`config.mk`:
```
export PLATFORM = sky130hd
export DESIGN_NAME = lcd_char_ctrl
export DESIGN_NICKNAME = d
export VERILOG_FILES = /design/src/rtl/lcd_pkg.sv /design/src/rtl/lcd_tick_gen.sv /design/src/rtl/lcd_char_ctrl.sv
export SDC_FILE = /design/constraint.sdc
export NUM_CORES = 1
export LEC_CHECK = 0
export ABC_CLOCK_PERIOD_IN_PS = 2960
export BUFFER_PORTS_ARGS = -buffer_cell sky130_fd_sc_hd__buf_2
export CAP_MARGIN = 20
export CORE_UTILIZATION = 63
export CTS_CLUSTER_DIAMETER = 40
export DETAILED_ROUTE_END_ITERATION = 10
export PLACE_DENSITY = 0.8
export SLEW_MARGIN = 20
export SYNTH_ARGS = -nofsm -noshare
export SYNTH_HDL_FRONTEND = slang
export SYNTH_HIERARCHICAL = 1
export SYNTH_SLANG_ARGS = --single-unit
export TNS_END_PERCENT = 30
```
`constraint.sdc`:
```
create_clock -name clk -period 2.96 [get_ports clk]
set_input_delay 0 -clock clk [delete_from_list [all_inputs] [get_ports clk]]
set_output_delay 0 -clock clk [all_outputs]
set_load 0.005 [all_outputs]
```
`src/rtl/lcd_pkg.sv`:
```
// rtl/lcd_pkg.sv - shared states, command bytes and row addressing for the character LCD controller
package lcd_pkg;

  typedef enum logic [2:0] {
    S_PWRUP,
    S_FSET,
    S_DISP,
    S_ENTRY,
    S_CLEAR,
    S_IDLE,
    S_ADDR,
    S_CHAR
  } lcd_state_t;

  localparam logic [7:0] CMD_FSET_2L   = 8'h38;
  localparam logic [7:0] CMD_FSET_1L   = 8'h30;
  localparam logic [7:0] CMD_DISP      = 8'h0C;
  localparam logic [7:0] CMD_ENTRY     = 8'h06;
  localparam logic [7:0] CMD_CLEAR     = 8'h01;
  localparam logic [7:0] CMD_SET_DDRAM = 8'h80;
  localparam logic [7:0] CHAR_BLANK    = 8'h20;

  // DDRAM start address of each display row
  function automatic logic [7:0] row_base(input logic [1:0] r);
    case (r)
      2'd0:    return 8'h00;
      2'd1:    return 8'h40;
      2'd2:    return 8'h14;
      default: return 8'h54;
    endcase
  endfunction

endpackage

```
`src/rtl/lcd_tick_gen.sv`:
```
// rtl/lcd_tick_gen.sv - divides clk down to a one-cycle LCD tick strobe
module lcd_tick_gen #(
  parameter int CLK_DIV = 5
) (
  input  logic clk,
  input  logic rst,
  output logic tick
);

  localparam int            CW      = (CLK_DIV > 1) ? $clog2(CLK_DIV) : 1;
  localparam logic [CW-1:0] CNT_MAX = CW'(CLK_DIV - 1);

  logic [CW-1:0] cnt;

  // free-running divider, wraps at CLK_DIV-1
  always_ff @(posedge clk or negedge rst) begin
    if (!rst)                cnt <= '0;
    else if (cnt == CNT_MAX) cnt <= '0;
    else                     cnt <= cnt + 1'b1;
  end

  assign tick = (cnt == CNT_MAX);

endmodule

```
`src/rtl/lcd_char_ctrl.sv`:
```
// rtl/lcd_char_ctrl.sv - HD44780-class controller: init sequence plus buffer-driven panel redraw
module lcd_char_ctrl
  import lcd_pkg::*;
#(
  parameter int CLK_DIV      = 5,
  parameter int COLS         = 16,
  parameter int ROWS         = 2,
  parameter int PWRUP_TICKS  = 70,
  parameter int CMD_WAIT     = 2,
  parameter int CLEAR_WAIT   = 200,
  parameter int AUTO_REFRESH = 0,
  localparam int AW          = $clog2(ROWS * COLS + 1)
) (
  input  logic          clk,
  input  logic          rst,
  input  logic          wr_en,
  input  logic [AW-1:0] wr_addr,
  input  logic [7:0]    wr_data,
  output logic          busy,
  output logic          init_done,
  output logic          lcd_e,
  output logic          lcd_rs,
  output logic          lcd_rw,
  output logic [7:0]    lcd_data
);

  localparam int NCELL = ROWS * COLS;
  localparam int RW    = (ROWS > 1) ? $clog2(ROWS) : 1;
  localparam int CWD   = (COLS > 1) ? $clog2(COLS) : 1;

  localparam logic [RW-1:0]  ROW_LAST = RW'(ROWS - 1);
  localparam logic [CWD-1:0] COL_LAST = CWD'(COLS - 1);
  localparam logic [15:0]    PWR_LAST = 16'((PWRUP_TICKS > 0) ? PWRUP_TICKS - 1 : 0);
  localparam logic [15:0]    CMD_LAST = 16'(CMD_WAIT + 2);
  localparam logic [15:0]    CLR_LAST = 16'(CLEAR_WAIT + 2);
  localparam logic [15:0]    CHR_LAST = 16'd2;
  localparam logic [7:0]     FSET_VAL = (ROWS == 1) ? CMD_FSET_1L : CMD_FSET_2L;

  logic             tick;
  lcd_state_t       state, state_nx, byte_next;
  logic [15:0]      tcnt, tcnt_nx, byte_last;
  logic [RW-1:0]    row, row_nx;
  logic [CWD-1:0]   col, col_nx;
  logic             e_nx, rs_nx, init_nx, byte_rs;
  logic [7:0]       data_nx, byte_val;
  logic             dirty, dirty_clr, refresh, wr_ok;
  logic [AW-1:0]    rd_idx;
  logic [7:0]       buf_mem [NCELL];

  lcd_tick_gen #(.CLK_DIV(CLK_DIV)) u_tick (
    .clk  (clk),
    .rst  (rst),
    .tick (tick)
  );

  assign lcd_rw  = 1'b0;
  assign wr_ok   = wr_en && (int'(wr_addr) < NCELL);
  assign refresh = dirty || (AUTO_REFRESH != 0);
  assign rd_idx  = AW'(int'(row) * COLS + int'(col));

  // character buffer and dirty flag; a write in the same cycle as a clear keeps dirty set
  always_ff @(posedge clk or negedge rst) begin
    if (!rst) begin
      for (int i = 0; i < NCELL; i++) buf_mem[i] <= CHAR_BLANK;
      dirty <= 1'b1;
    end else begin
      if (wr_ok) buf_mem[wr_addr] <= wr_data;
      if (wr_ok)          dirty <= 1'b1;
      else if (dirty_clr) dirty <= 1'b0;
    end
  end

  // FSM state, tick counter, cursor and registered LCD pins
  always_ff @(posedge clk or negedge rst) begin
    if (!rst) begin
      state     <= S_PWRUP;
      tcnt      <= '0;
      row       <= '0;
      col       <= '0;
      lcd_e     <= 1'b0;
      lcd_rs    <= 1'b0;
      lcd_data  <= '0;
      init_done <= 1'b0;
      busy      <= 1'b0;
    end else begin
      state     <= state_nx;
      tcnt      <= tcnt_nx;
      row       <= row_nx;
      col       <= col_nx;
      lcd_e     <= e_nx;
      lcd_rs    <= rs_nx;
      lcd_data  <= data_nx;
      init_done <= init_nx;
      busy      <= (state_nx != S_IDLE);
    end
  end

  // next state: every byte state runs T0/T1/T2 then its wait ticks, last tick moves on
  always_comb begin
    state_nx  = state;
    tcnt_nx   = tcnt;
    row_nx    = row;
    col_nx    = col;
    e_nx      = lcd_e;
    rs_nx     = lcd_rs;
    data_nx   = lcd_data;
    init_nx   = init_done;
    dirty_clr = 1'b0;
    byte_rs   = 1'b0;
    byte_val  = 8'h00;
    byte_last = CMD_LAST;
    byte_next = state;

    case (state)
      S_FSET:  begin byte_val = FSET_VAL;  byte_next = S_DISP;  end
      S_DISP:  begin byte_val = CMD_DISP;  byte_next = S_ENTRY; end
      S_ENTRY: begin byte_val = CMD_ENTRY; byte_next = S_CLEAR; end
      S_CLEAR: begin byte_val = CMD_CLEAR; byte_last = CLR_LAST; byte_next = S_IDLE; end
      S_ADDR:  begin byte_val = CMD_SET_DDRAM | row_base(2'(row)); byte_next = S_CHAR; end
      S_CHAR:  begin byte_rs = 1'b1; byte_val = buf_mem[rd_idx]; byte_last = CHR_LAST; end
      default: ;
    endcase

    if (state == S_PWRUP) begin
      if (tick) begin
        if (tcnt == PWR_LAST) begin
          state_nx = S_FSET;
          tcnt_nx  = '0;
        end else begin
          tcnt_nx = tcnt + 1'b1;
        end
      end
    end else if (state == S_IDLE) begin
      if (refresh) begin
        state_nx  = S_ADDR;
        tcnt_nx   = '0;
        row_nx    = '0;
        col_nx    = '0;
        dirty_clr = 1'b1;
      end
    end else if (tick) begin
      if (tcnt == 16'd0) begin
        e_nx    = 1'b0;
        rs_nx   = byte_rs;
        data_nx = byte_val;
      end else if (tcnt == 16'd1) begin
        e_nx = 1'b1;
      end else if (tcnt == 16'd2) begin
        e_nx = 1'b0;
      end
      if (tcnt == byte_last) begin
        tcnt_nx  = '0;
        state_nx = byte_next;
        if (state == S_CLEAR) init_nx = 1'b1;
        if (state == S_CHAR) begin
          if (col == COL_LAST) begin
            col_nx = '0;
            if (row == ROW_LAST) begin
              // a pending change starts the next frame without dropping busy
              if (refresh) begin
                state_nx  = S_ADDR;
                row_nx    = '0;
                dirty_clr = 1'b1;
              end else begin
                state_nx = S_IDLE;
              end
            end else begin
              row_nx   = row + 1'b1;
              state_nx = S_ADDR;
            end
          end else begin
            col_nx = col + 1'b1;
          end
        end
      end else begin
        tcnt_nx = tcnt + 1'b1;
      end
    end
  end

endmodule
```
==> results of run 1 <==
sequential cells by signal, summed over array words and instances (netlist names):
register	count
busy	1
dirty	1
lcd_rs	1
buf_mem	256
init_done	1
col	4
state	3
u_tick/cnt	3
lcd_data	8
tcnt	16
row	1
lcd_e	1
worst min path at each step:
stage	start	end	slack, ps	depth (start not counted)
finish	rst	tcnt[6]	80	2
global route	rst	tcnt[9]	170	2
CTS	rst	tcnt[14]	120	2
detailed placement	rst	tcnt[14]	60	1
global placement	rst	tcnt[14]	60	1
floorplan	rst	buf_mem[0]	-300	0
per-stage QoR:
step	instance area [um^2]	util	hold slack [ps]	power (mW)
2_1_floorplan	14000	-	-296	5.42
3_3_place_gp	14600	0.668	64.8	5.70
3_5_place_dp	14600	0.668	62.4	5.76
4_1_cts	16000	0.731	124	10.6
5_1_grt	16000	0.731	165	10.9
6_report	16000	0.731	82.1	10.6
synthesized netlist by cell type, types with 3 or more instances:
cell type | n | area, um^2
sky130_fd_sc_hd__a21oi_1 | 15 | 75.1
sky130_fd_sc_hd__a221oi_1 | 3 | 26.3
sky130_fd_sc_hd__a22o_1 | 3 | 26.3
sky130_fd_sc_hd__a22oi_1 | 14 | 105
sky130_fd_sc_hd__a31oi_1 | 5 | 31.3
sky130_fd_sc_hd__and2_1 | 5 | 31.3
sky130_fd_sc_hd__and3_1 | 4 | 25.0
sky130_fd_sc_hd__buf_1 | 4 | 15.0
sky130_fd_sc_hd__buf_2 | 10 | 50.1
sky130_fd_sc_hd__clkbuf_1 | 52 | 195
sky130_fd_sc_hd__dfrtp_1 | 263 | 6580
sky130_fd_sc_hd__dfstp_2 | 33 | 867
sky130_fd_sc_hd__ha_1 | 7 | 87.6
sky130_fd_sc_hd__inv_1 | 11 | 41.3
sky130_fd_sc_hd__mux2_2 | 262 | 2950
sky130_fd_sc_hd__mux2i_1 | 12 | 120
sky130_fd_sc_hd__mux4_2 | 62 | 1400
sky130_fd_sc_hd__nand2_1 | 47 | 176
sky130_fd_sc_hd__nand2b_1 | 5 | 31.3
sky130_fd_sc_hd__nand3_1 | 17 | 85.1
sky130_fd_sc_hd__nand3b_1 | 3 | 22.5
sky130_fd_sc_hd__nand4_1 | 6 | 37.5
sky130_fd_sc_hd__nor2_1 | 51 | 191
sky130_fd_sc_hd__nor2b_1 | 9 | 56.3
sky130_fd_sc_hd__nor3_1 | 8 | 40.0
sky130_fd_sc_hd__nor3b_1 | 6 | 45.0
sky130_fd_sc_hd__nor4_1 | 13 | 81.3
sky130_fd_sc_hd__o211ai_1 | 3 | 22.5
sky130_fd_sc_hd__o21ai_0 | 8 | 40.0
sky130_fd_sc_hd__o221ai_1 | 8 | 70.1
sky130_fd_sc_hd__o22ai_1 | 3 | 18.8
sky130_fd_sc_hd__or3_1 | 3 | 18.8
sky130_fd_sc_hd__or4_1 | 3 | 22.5
sky130_fd_sc_hd__xnor2_1 | 12 | 105
power groups by stage:
stage | registers (mW) | clock network, mW | logic [mW]
finish | 4.80 | 4.85 | 0.914
global route | 4.85 | 5.09 | 0.985
CTS | 4.79 | 4.91 | 0.921
detailed placement | 4.85 | 0 | 0.911
global placement | 4.83 | 0 | 0.871
floorplan | 4.76 | 0 | 0.660
layout make-up:
type	instances	area, um^2
flip-flops and latches	296	7450
inverters	11	41.3
clock inverters	17	230
well taps	280	350
clock buffers	51	1120
repair buffers	64	503
multi-input cells	633	6250
diodes	1	2.50
fillers	1388	5870
routing by layer:
layer / routed length, um / GRT usage / part of all wire / up-vias
met3: 2170 / 0.0524 / 0.066 / 84
met5: 0 / 0 / 0 / -
met2: 15600 / 0.473 / 0.48 / 340
met1: 14000 / 0.430 / 0.43 / 4685
li1: - / - / - / 3842
met4: 1060 / 0.116 / 0.032 / 0
cells by family after synthesis:
family                     after synthesis  synth area share
and+or+nand+nor                        192            0.0692
DFF                                    296             0.531
other                                    1          0.000267
xor gates and xnor gates                14           0.00874
AOI/OAI and AO/OA                       83            0.0429
adders and majority gates                7           0.00624
muxes                                  336             0.318
buffers and inverters                   80            0.0234
==> results.md, run 1 <==
- The via count of the first global-routing pass is 9178.
- The maximum number of pins on one net before global-route repair is 91.
- The synthesized netlist contains 66 unique library cells.
- The start point of the critical path is col[0].
- The flow ran to the end, and the final reports show no timing, DRC or antenna violations.
- Detailed routing inserted a total of 8951 vias.
- VDD sags by at most 420 uV.
- The final wirelength is 32800 um.
- The total standard cell area after synthesis is 14000 um^2.
- Setup repair after global routing left no endpoint under its margin.
- For this design the static power due to leakage is 7.08 nW.
- The async set or reset register ratio after synthesis is 1.00.
- The switching part of the total is 0.224.
- TritonCTS built the clock tree.
- Counting flops and latches in the post-synthesis netlist gives 296.
- The routability-driven placement congestion ratio is 0.929.
- The number of rows created at floorplan is 54.
- Power spread over the standard cell area amounts to 662 nW/um^2.
- The die is 151 um wide.
- The ratio of final minimum period to clock period is 0.851.
- The H-tree was split into 2 levels.
- The first global-routing pass estimated 51900 um of wire.
- Setup violations remaining at the end of the flow were counted as 0.
- For this run, the register share of the synthesized area comes to 0.531.
- In this run the power spent charging and discharging nets is 2.37 mW.
- The highest clock frequency the design can meet is 0.397 GHz.
- Hold repair after CTS inserted 3 buffers.
- The maximum buffer depth of the clock tree is 3.
- The buffer and inverter count on the worst path is 1.
- The logic depth of the worst register-to-register path is 6.
- The post-route antenna net violation count is 0.
- At the worst endpoint, the arrival time is 2910 ps.
- The kind of cell with the highest combined delay along the critical path is multiplexers.
- In the final routed layout, each cell accounts on average for 24.2 um.
- The kind of launch point of the worst setup path is a register.
- The worst setup slack for register-to-register paths is 440 ps.
- For this run, design rule violations remaining after detail routing come to 0.
- The total overflow left after global routing is 0.
- The most frequent standard cell in the layout excluding fill and tap cells is sky130_fd_sc_hd__mux2_2.
- The critical-path cell with the highest stage delay is sky130_fd_sc_hd__dfrtp_4.
- The tree built by TritonCTS fans out to 296 sinks.
- In this run, synthesis inferred 0 flip-flops with an integrated enable.
- Headroom to the max-slew limit came out at 0.416.
- After clock tree synthesis, the clock-pin slew on the worst setup and hold paths is 50 ps.
- The number of nets in the final layout is 1068.
- From bottom edge to top edge, the die measures 151 um.
- Dividing the detail-routed via count by the number of cells gives 6.62.
- The worst setup path category is register to register.
- Of the total power, the clock network draws 0.459.
- The I/O pin count is 30.
- For this configuration, the core starts out at a cell density of 0.643.
- The floorplan step defined a core boundary enclosing 21800 um^2.
- The number of hold-slack violations in the final timing report is 0.
- The max-slew violation count is 0.
- Data on the critical path is required at its endpoint by 3350 ps.
- The HPWL reported at the end of detailed placement is 21400 um.
- The worst-case clock skew is 11.5 ps.
- The later pin in the worst-skew pair is clocked with a latency of 520 ps.
- OpenSTA, run right after detailed placement, puts the worst setup slack at 474 ps.
- The setup fix buffers added after clock tree synthesis is 0.
- TritonCTS created 38 clock buffers.
- The cell count after synthesis came out at 1009.
- For the pin with the worst max-slew slack, the measured transition is 873 ps.
- The ratio of cells with drive above 1 in the final layout is 0.457.
- The final setup TNS is 0 ps.
- The count of cell instances traversed by the critical path is 6.
- STA classifies the critical path endpoint as a register.
- The number of placed instances, taps included, is 1281.
- The number of port buffers is 28.
- The share of total power dissipated in sequential elements is 0.454.
- The first routing iteration left 768 violations.
- The area of the die is 22900 um^2.
- The largest single stage delay on the critical path is 690 ps.
- The most critical setup path has its endpoint at lcd_data[0].
- The count of synthesis-stage warnings from yosys is 6.
- The number of antenna violations at the first check in global routing came to 1.
- The worst path setup slack after routing is 441 ps.
- The tightest min-delay check is of the primary input to asynchronous set/reset pin type.
- In this run the mean area of a mapped cell was 13.9 um^2.
- The largest driver fanout on the critical path is 27.
- The post-CTS resize count is 0.
- The worst register-to-register path begins at col[0].
- The combinational group share of total power is 0.087.
- Walking the worst path, the cells encountered are buf_12 > mux4_2 > mux2i_1 > nand2_1 > a2111oi_0 > nor2_1.
- The count of maximum capacitance violations is 0.
- The shortest period the worst path allows is 2520 ps.
- The relative area change from synthesis to final layout is 13.7%.
- Internal power comes to 8.20 mW.
- The total iterations of the first detailed-routing run is 5.
- The endpoint identified for the worst register-to-register timing path is lcd_data[0].
- Among all flip-flop cells after synthesis, the most frequent one is sky130_fd_sc_hd__dfrtp_1.
- Synthesis produced a netlist with a net count of 1033.
- The total global routing track utilization is 0.304.
- The top cell types in the final layout, fill and taps aside, are sky130_fd_sc_hd__mux2_2, sky130_fd_sc_hd__dfrtp_1, sky130_fd_sc_hd__mux4_2, sky130_fd_sc_hd__nor2_1, sky130_fd_sc_hd__nand2_1.
- The filler-free cell count of the finished design is 1353.
- The clock root buffer is sky130_fd_sc_hd__clkbuf_16.
Power figures use the tool's default switching activity.
==> run 2: changes to the inputs <==
Settings changed: CORE_MARGIN set to 2.
==> run 2 against run 1 <==
Clock power fell by 9.1%. Worst setup slack improved by 9.4 ps. Fmax rose by 0.37%. Non-clock buffer count up 1. Wire length decreased by 1.7%. Cell area down 0.72%. Largest cell class unchanged.
==> results.md, run 2 (synthesis gave the netlist of run 1 again) <==
- The most frequent standard cell in the layout excluding fill and tap cells is sky130_fd_sc_hd__mux2_2.
- In this run the cell area measured after placement is 14600 um^2.
- The flip-flop count of the largest register after layout is 256.
- The via count of the first global-routing pass came to 9474.
- The relative area change from synthesis to final layout is 12.9%.
- For this run, the total global-route usage over all layers was measured as 0.287.
- Setup repair after global routing left no endpoint under its margin.
- The setup fix buffers added after clock tree synthesis is 0.
- The register containing the most flip-flops in the final layout is buf_mem.
- The longest clock path from root to sink contains 3 buffers.
- Routability-driven placement finished with a final weighted congestion of 0.863.
- Input and output buffers added on the ports amount to 28.
- After detailed routing, the number of remaining DRC violations is 0.
- The max-slew violation count is 0.
- The total instance count after detailed placement is 1283.
- In this run the worst path has a maximum fanout of 11.
- The total setup violations reported at the end of the flow is 0.
- Detailed placement ended at an HPWL of 20800 um.
- The maximum number of pins on one net before global-route repair is 90.
- In the layout the commonest cells are sky130_fd_sc_hd__mux2_2, sky130_fd_sc_hd__dfrtp_1, sky130_fd_sc_hd__mux4_2, sky130_fd_sc_hd__nor2_1, sky130_fd_sc_hd__nand2_1.
- The flow ran to the end, and the final reports show no timing, DRC or antenna violations.
- The critical path is of the register to register type.
- Of the cells placed in the final design, the portion with a size suffix greater than 1 is 0.457.
- The die span in y is 153 um.
- The initial utilization of the core area, before any placement, comes to 0.643.
- In the final layout, the registers with the most flip-flops are buf_mem: 256 flops, tcnt: 16 flops, lcd_data: 8 flops.
- In this run, post-CTS hold repair placed 2 buffers.
- The kind of path behind the tightest hold check is primary input to asynchronous set/reset pin.
- After layout, the worst setup slack is 450 ps.
- In the final design database the tool counted 1070 nets.
- The completed layout was analyzed and its total power is 10.1 mW.
- The first global-routing pass estimated 52700 um of wire.
- Data on the critical path is required at its endpoint by 3320 ps.
- The static leakage power is 7.02 nW.
- For this design the top-level I/O count stands at 30.
- Hold is met by 30.4 ps.
- The post-CTS clock slew at the launch and capture registers of the worst setup and hold paths is 60 ps.
- The final wirelength is 32200 um.
- The count of routing violations after the opening detailed-route iteration is 889.
- After routing the design area is 15800 um^2.
- The clock root buffer is sky130_fd_sc_hd__clkbuf_16.
- Summed over all failing endpoints, the final setup total negative slack is 0 ps.
- Dividing the final minimum period by the clock period gives 0.848.
- At the pin with the least slew margin, the transition time is 985 ps.
- The highest clock frequency the design can meet is 0.398 GHz.
- Row generation in the floorplan step produced 54 rows.
- Clock tree synthesis found a total of 296 sinks.
- At the end of the flow the core is filled with cells to 0.726.
- Power spread over the standard cell area amounts to 638 nW/um^2.
- The number of hold-slack violations in the final timing report is 0.
- The die outline width is 153 um.
- The worst-case clock skew is 22.2 ps.
- The post-route antenna net violation count is 0.
- The worst setup path is captured at a register.
- The peak supply drop is 524 uV.
- The count of maximum capacitance violations is 0.
- After clock tree synthesis, the repair step resized 0 gates.
- The die covers 23500 um^2.
- The core region is 21800 um^2.
- Clock tree synthesis inserted a total of 39 buffers.
- The filler-free cell count of the finished design is 1356.
- The routed wirelength normalized by instance count is 23.8 um.
- The total iterations of the first detailed-routing run is 5.
- The pre-CTS worst setup slack is 500 ps.
- The final route contains 8932 vias.
- The number of diodes is 0.
- The overflow left after global routing is 0.
- The kind of launch point of the worst setup path is a register.
- TritonCTS built the clock tree.
- At the later pin of the worst-skew pair, clock insertion delay measures 530 ps.
- The number of antenna violations at the first check in global routing was 0.
- The shortest period the worst path allows is 2510 ps.
- In this run the tightest slew margin relative to its limit is 0.341.
- After detailed routing, the number of vias per cell comes to 6.59.
- The data arrival time of the critical path is 2870 ps.
- The maximum level of the CTS H-tree is 2.
[run 2: cell types whose count changed in the layout (fill, tap and decap cells not counted), sizes merged]
cell	change
buf	+2
diode	-1
inv	+5
clkinv	+2
dlygate4sd3	-1
clkbuf	-1
bufinv	-5
clkinvlp	+2
[run 2: path summary, 6_finish.rpt]
path                            from            to  slack [ps]  depth (start not counted)
setup reg to reg             tcnt[8]        col[3]         450                          5
hold reg to reg            init_done     init_done         460                          1
setup / recovery             tcnt[8]        col[3]         450                          5
hold / removal                   rst       tcnt[0]          30                          2
max in group asynchronous        rst  buf_mem[117]        2040                          3
min in group clk               wr_en         dirty          60                          5
[run 2: layout make-up]
| cell class | count | area, um^2 |
|---|---|---|
| Tap cell | 280 | 350 |
| Sequential cell | 296 | 7450 |
| Timing Repair Buffer | 65 | 508 |
| Clock buffer | 50 | 1060 |
| Clock inverter | 21 | 179 |
| Fill cell | 1387 | 5980 |
| Inverter | 11 | 41.3 |
| Multi-Input combinational cell | 633 | 6250 |
[run 2: routing by layer]
layer  track usage  part of all wire
met4         0.112             0.031
met2         0.443              0.47
met5             0                 0
met3        0.0550             0.079
met1         0.411              0.41
[run 2: critical path, cell delays in order, from the launching register on]
cell and delay [ps]:
sky130_fd_sc_hd__dfrtp_1 430, sky130_fd_sc_hd__nor4_1 570, sky130_fd_sc_hd__and3_1 280, sky130_fd_sc_hd__o2111ai_1 440
sky130_fd_sc_hd__o311ai_0 500, sky130_fd_sc_hd__o41ai_1 140
[run 2: report_power, final]
group          leakage [nW]  internal [mW]  switching [mW]  total (mW)
logic                  2.58          0.529           0.394       0.923
registers              3.84           4.56           0.228        4.78
clock network         0.601           2.58            1.83        4.41
total                  7.02           7.67            2.45        10.1
==> run 3: changes to the inputs <==
Settings changed: ABC_AREA set to 1, ABC_CLOCK_PERIOD_IN_PS 2960 to 2200, CORE_UTILIZATION 63 to 57, PLACE_DENSITY 0.8 to 0.76.
Clock period 2.96 ns to 2.2 ns, I/O delays scaled along.
==> run 3 against run 2 <==
The flow now finishes with violations (negative hold slack). Non-clock buffer count grew 13. Clock-buffer cell count grew 1. Sequential cell count is the same. Hold slack lost 37 ps. Clock power grew 57%. Sequential power grew 35%. Wire length grew 23%. Clock skew grew 1.2 ps. Sequential share of layout area shrank 1.1 points. Critical endpoint is now lcd_data[2]. Worst setup slack lost 270 ps.
==> results.md, run 3 <==
- The flow ran to the end, but the final reports show violations.
- The checks that failed: negative hold slack.
- Sorting the synthesized cells by area gives the leading types as sky130_fd_sc_hd__dfrtp_1, sky130_fd_sc_hd__nand2_1, sky130_fd_sc_hd__o21ai_0, sky130_fd_sc_hd__dfstp_2, sky130_fd_sc_hd__nand3_1.
- Leaving out fill and tap cells, the most frequent cell in the layout is sky130_fd_sc_hd__nand2_1.
- The shortest period the worst path allows is 2020 ps.
- The maximum number of pins on one net before global-route repair is 74.
- The die covers 26400 um^2.
- For this run, the top clock speed supported by timing is 0.496 GHz.
- After detailed routing, the number of vias per cell comes to 5.74.
- The post-CTS clock slew at the launch and capture registers of the worst setup and hold paths is 60 ps.
- The maximum level of the CTS H-tree is 2.
- Once the clock tree was built, the resizer swapped 0 gates to a different size.
- Walking the worst path, the cells encountered are clkinv_2 > buf_12 > a21boi_0 > o211ai_1 > nand3_1 > nand2_1 > nand2_1 > a21oi_1.
- The number of antenna violations at the first check in global routing came to 0.
- The max-slew violation count is 0.
- The register containing the most flip-flops in the final layout is buf_mem.
- The worst-case clock skew is 23.3 ps.
- The number of flops mapped to enable cells by yosys is 0.
- The transition time of the tightest slew-check pin is 673 ps.
- The synthesized area divided by synthesized cell count is 7.93 um^2.
- At the later pin of the worst-skew pair, clock insertion delay measures 540 ps.
- The count of routing violations after the opening detailed-route iteration is 1390.
- In the routed design, unresolved DRC markers number 0.
- The total iterations of the first detailed-routing run is 5.
- The net count of the finished layout is 1834.
- The final core utilization is 0.663.
- The async set or reset register ratio after synthesis is 1.00.
- In the final layout, the share of cells above drive strength 1 is 0.127.
- The share of Yosys cell area claimed by the top area cell type is 0.460.
- The number of inserted filler cells in the final layout is 1989.
- Synthesis produced 1804 cells.
- Compared with the post-synthesis result, the final layout area differs by 13.3%.
- The routed wirelength normalized by instance count is 18.4 um.
- Measured against its own limit, the worst slew margin works out to 0.551.
- The routed design has 39800 um of wire.
- Counting tap cells, the placed design contains a total of 2088 instances.
- The total standard cell area after synthesis is 14300 um^2.
- TritonCTS built the clock tree.
- The maximum buffer depth of the clock tree is 3.
- The worst hold slack across all endpoints is -6.95 ps.
- The final setup TNS is 0 ps.
- For this run, the register share of the synthesized area comes to 0.521.
- The slowest stage of the critical path belongs to the cell sky130_fd_sc_hd__dfrtp_4.
- STA classifies the critical path endpoint as a register.
- Setup repair after global routing left no endpoint under its margin.
- The number of hold-slack violations in the final timing report is 2.
- The data arrival time of the critical path is 2460 ps.
- CTS placed an instance of sky130_fd_sc_hd__clkbuf_16 at the clock tree root.
- In this run the power density over the cells is 902 nW/um^2.
- The die span in y is 162 um.
- The number of port buffers is 28.
- The critical path in this run is classified as register to register.
- The I/O pin count is 30.
- The first global-routing pass estimated 65100 um of wire.
- On the worst path, the slowest cell contributes a delay of 550 ps.
- The total number of clock tree sinks is 296.
- The number of rows created at floorplan is 57.
- The via count of the routed design is 12434.
- For the worst setup path, the data required time is 2640 ps.
- The overflow left after global routing is 0.
- The wire length on met3 is 3450 um.
- Of all cell types, the one taking the most synthesized area is sky130_fd_sc_hd__dfrtp_1.
- The number of register bits inferred by synthesis is 296.
- The repair_antennas step left the layout with diodes totalling 0.
- In the final routing, the length of wire on met1 measures 16700 um.
- The initial utilization of the core area, before any placement, comes to 0.585.
- The static leakage power is 7.59 nW.
- Counting instances in the post-synthesis netlist gives the leading cell types as sky130_fd_sc_hd__nand2_1, sky130_fd_sc_hd__dfrtp_1, sky130_fd_sc_hd__o21ai_0.
- The total global routing track utilization is 0.313.
- The total setup violations reported at the end of the flow is 0.
- The highest metal layer with signal wires is met4.
- The cell seen most often among critical-path stages is sky130_fd_sc_hd__nand2_1.
- The peak supply drop is 676 uV.
- The via count of the first global-routing pass is 12066.
- The HPWL reported at the end of detailed placement is 25200 um.
- The largest registers in the layout are buf_mem: 256 flops, tcnt: 16 flops, lcd_data: 8 flops.
- The filler-free cell count of the finished design is 2166.
- The die outline width is 162 um.
- The count of synthesis-stage warnings from yosys is 6.
- The routability-driven placement congestion ratio is 0.901.
- The kind of launch point of the worst setup path is a register.
- The register with the most flip-flops in the layout has 256 of them.
- The min-delay analysis places its worst path in the category primary input to asynchronous set/reset pin.
- The count of maximum capacitance violations is 0.
- The leading cell type by number of instances after synthesis is sky130_fd_sc_hd__nand2_1.
- In this run the worst path has a maximum fanout of 73.
- The most frequently used flop master after synthesis is sky130_fd_sc_hd__dfrtp_1.
- The ratio of final minimum period to clock period is 0.917.
- The core area is 24500 um^2.
- In this run, CTS created clock tree buffers numbering 41.
- In the layout the commonest cells are sky130_fd_sc_hd__nand2_1, sky130_fd_sc_hd__dfrtp_1, sky130_fd_sc_hd__o21ai_0, sky130_fd_sc_hd__nand3_1, sky130_fd_sc_hd__nor2_1.
- The count of nets left with antenna violations once routing finished came out at 0.
- Detailed routing placed a total of 18000 um of wire on met2.
- The number of nets in the synthesized netlist is 1828.
- The synthesized netlist contains 39 unique library cells.
run 3: area by class of cell:
class / count / area (um^2) / share of cell area
sequential: 296 / 7450 / 0.460
multi-input combinational: 1340 / 6050 / 0.373
clock buffer: 51 / 1120 / 0.0693
timing repair buffer: 78 / 658 / 0.0406
tap: 324 / 405 / 0.0250
clock inverter: 24 / 319 / 0.0197
inverter: 53 / 203 / 0.0125
run 3: kinds of logic (layout without fill, tap and decap cells):
logic type	count (synthesis)	count (layout)	synth area share
other	1	1	0.000262
DFF	296	296	0.521
adders and majority gates	7	7	0.00612
and+or+nand+nor	968	968	0.284
buffers and inverters	168	206	0.0568
AOI/OAI and AO/OA	353	353	0.126
xor gates and xnor gates	11	11	0.00673
run 3: power breakdown:
part           internal, mW  switching (mW)
Clock                  4.37            2.56
Combinational         0.445           0.785
Sequential             6.12           0.336
run 3: per-layer routing:
metal / vias up / global-route usage
li1: 5914 / -
met1: 5896 / 0.435
met2: 519 / 0.487
met3: 105 / 0.0583
met4: 0 / 0.131
met5: - / 0
run 3: timing repair:
| action | in CTS | in global routing |
|---|---|---|
| hold buffers | 3 | 0 |
| setup buffers | 0 | 0 |
| endpoints found under the hold margin | 268 | 0 |
run 3: final timing paths:
check	start	endpoint	slack, ps	depth (start not counted)
max	col[0]	lcd_data[2]	180	8
min	rst	buf_mem[227]	-7	2
max reg2reg	col[0]	lcd_data[2]	180	8
min reg2reg	buf_mem[13]	buf_mem[13]	470	2
max in group asynchronous	rst	buf_mem[29]	1410	3
min in group clk	wr_data[1]	buf_mem[1]	30	4
run 3: critical path: cells and delay by family, from the launching register on:
family,cells,cell delay (ps)
AOI/OAI and AO/OA,3,610
DFF,1,550
buffers and inverters,2,410
and+or+nand+nor,3,320
run 3: stage by stage:
| step | hold slack [ps] | power (mW) | setup WS, ps | instance area (um^2) |
|---|---|---|---|---|
| after floorplan | -296 | 7.23 | 553 | 14300 |
| after global placement | -44.6 | 7.67 | 285 | 14700 |
| after detailed placement | -41.0 | 7.74 | 253 | 14700 |
| after CTS | 4.61 | 14.7 | 227 | 16200 |
| after global routing | 37.8 | 15.2 | 38.9 | 16200 |
| final | -6.95 | 14.6 | 183 | 16200 |
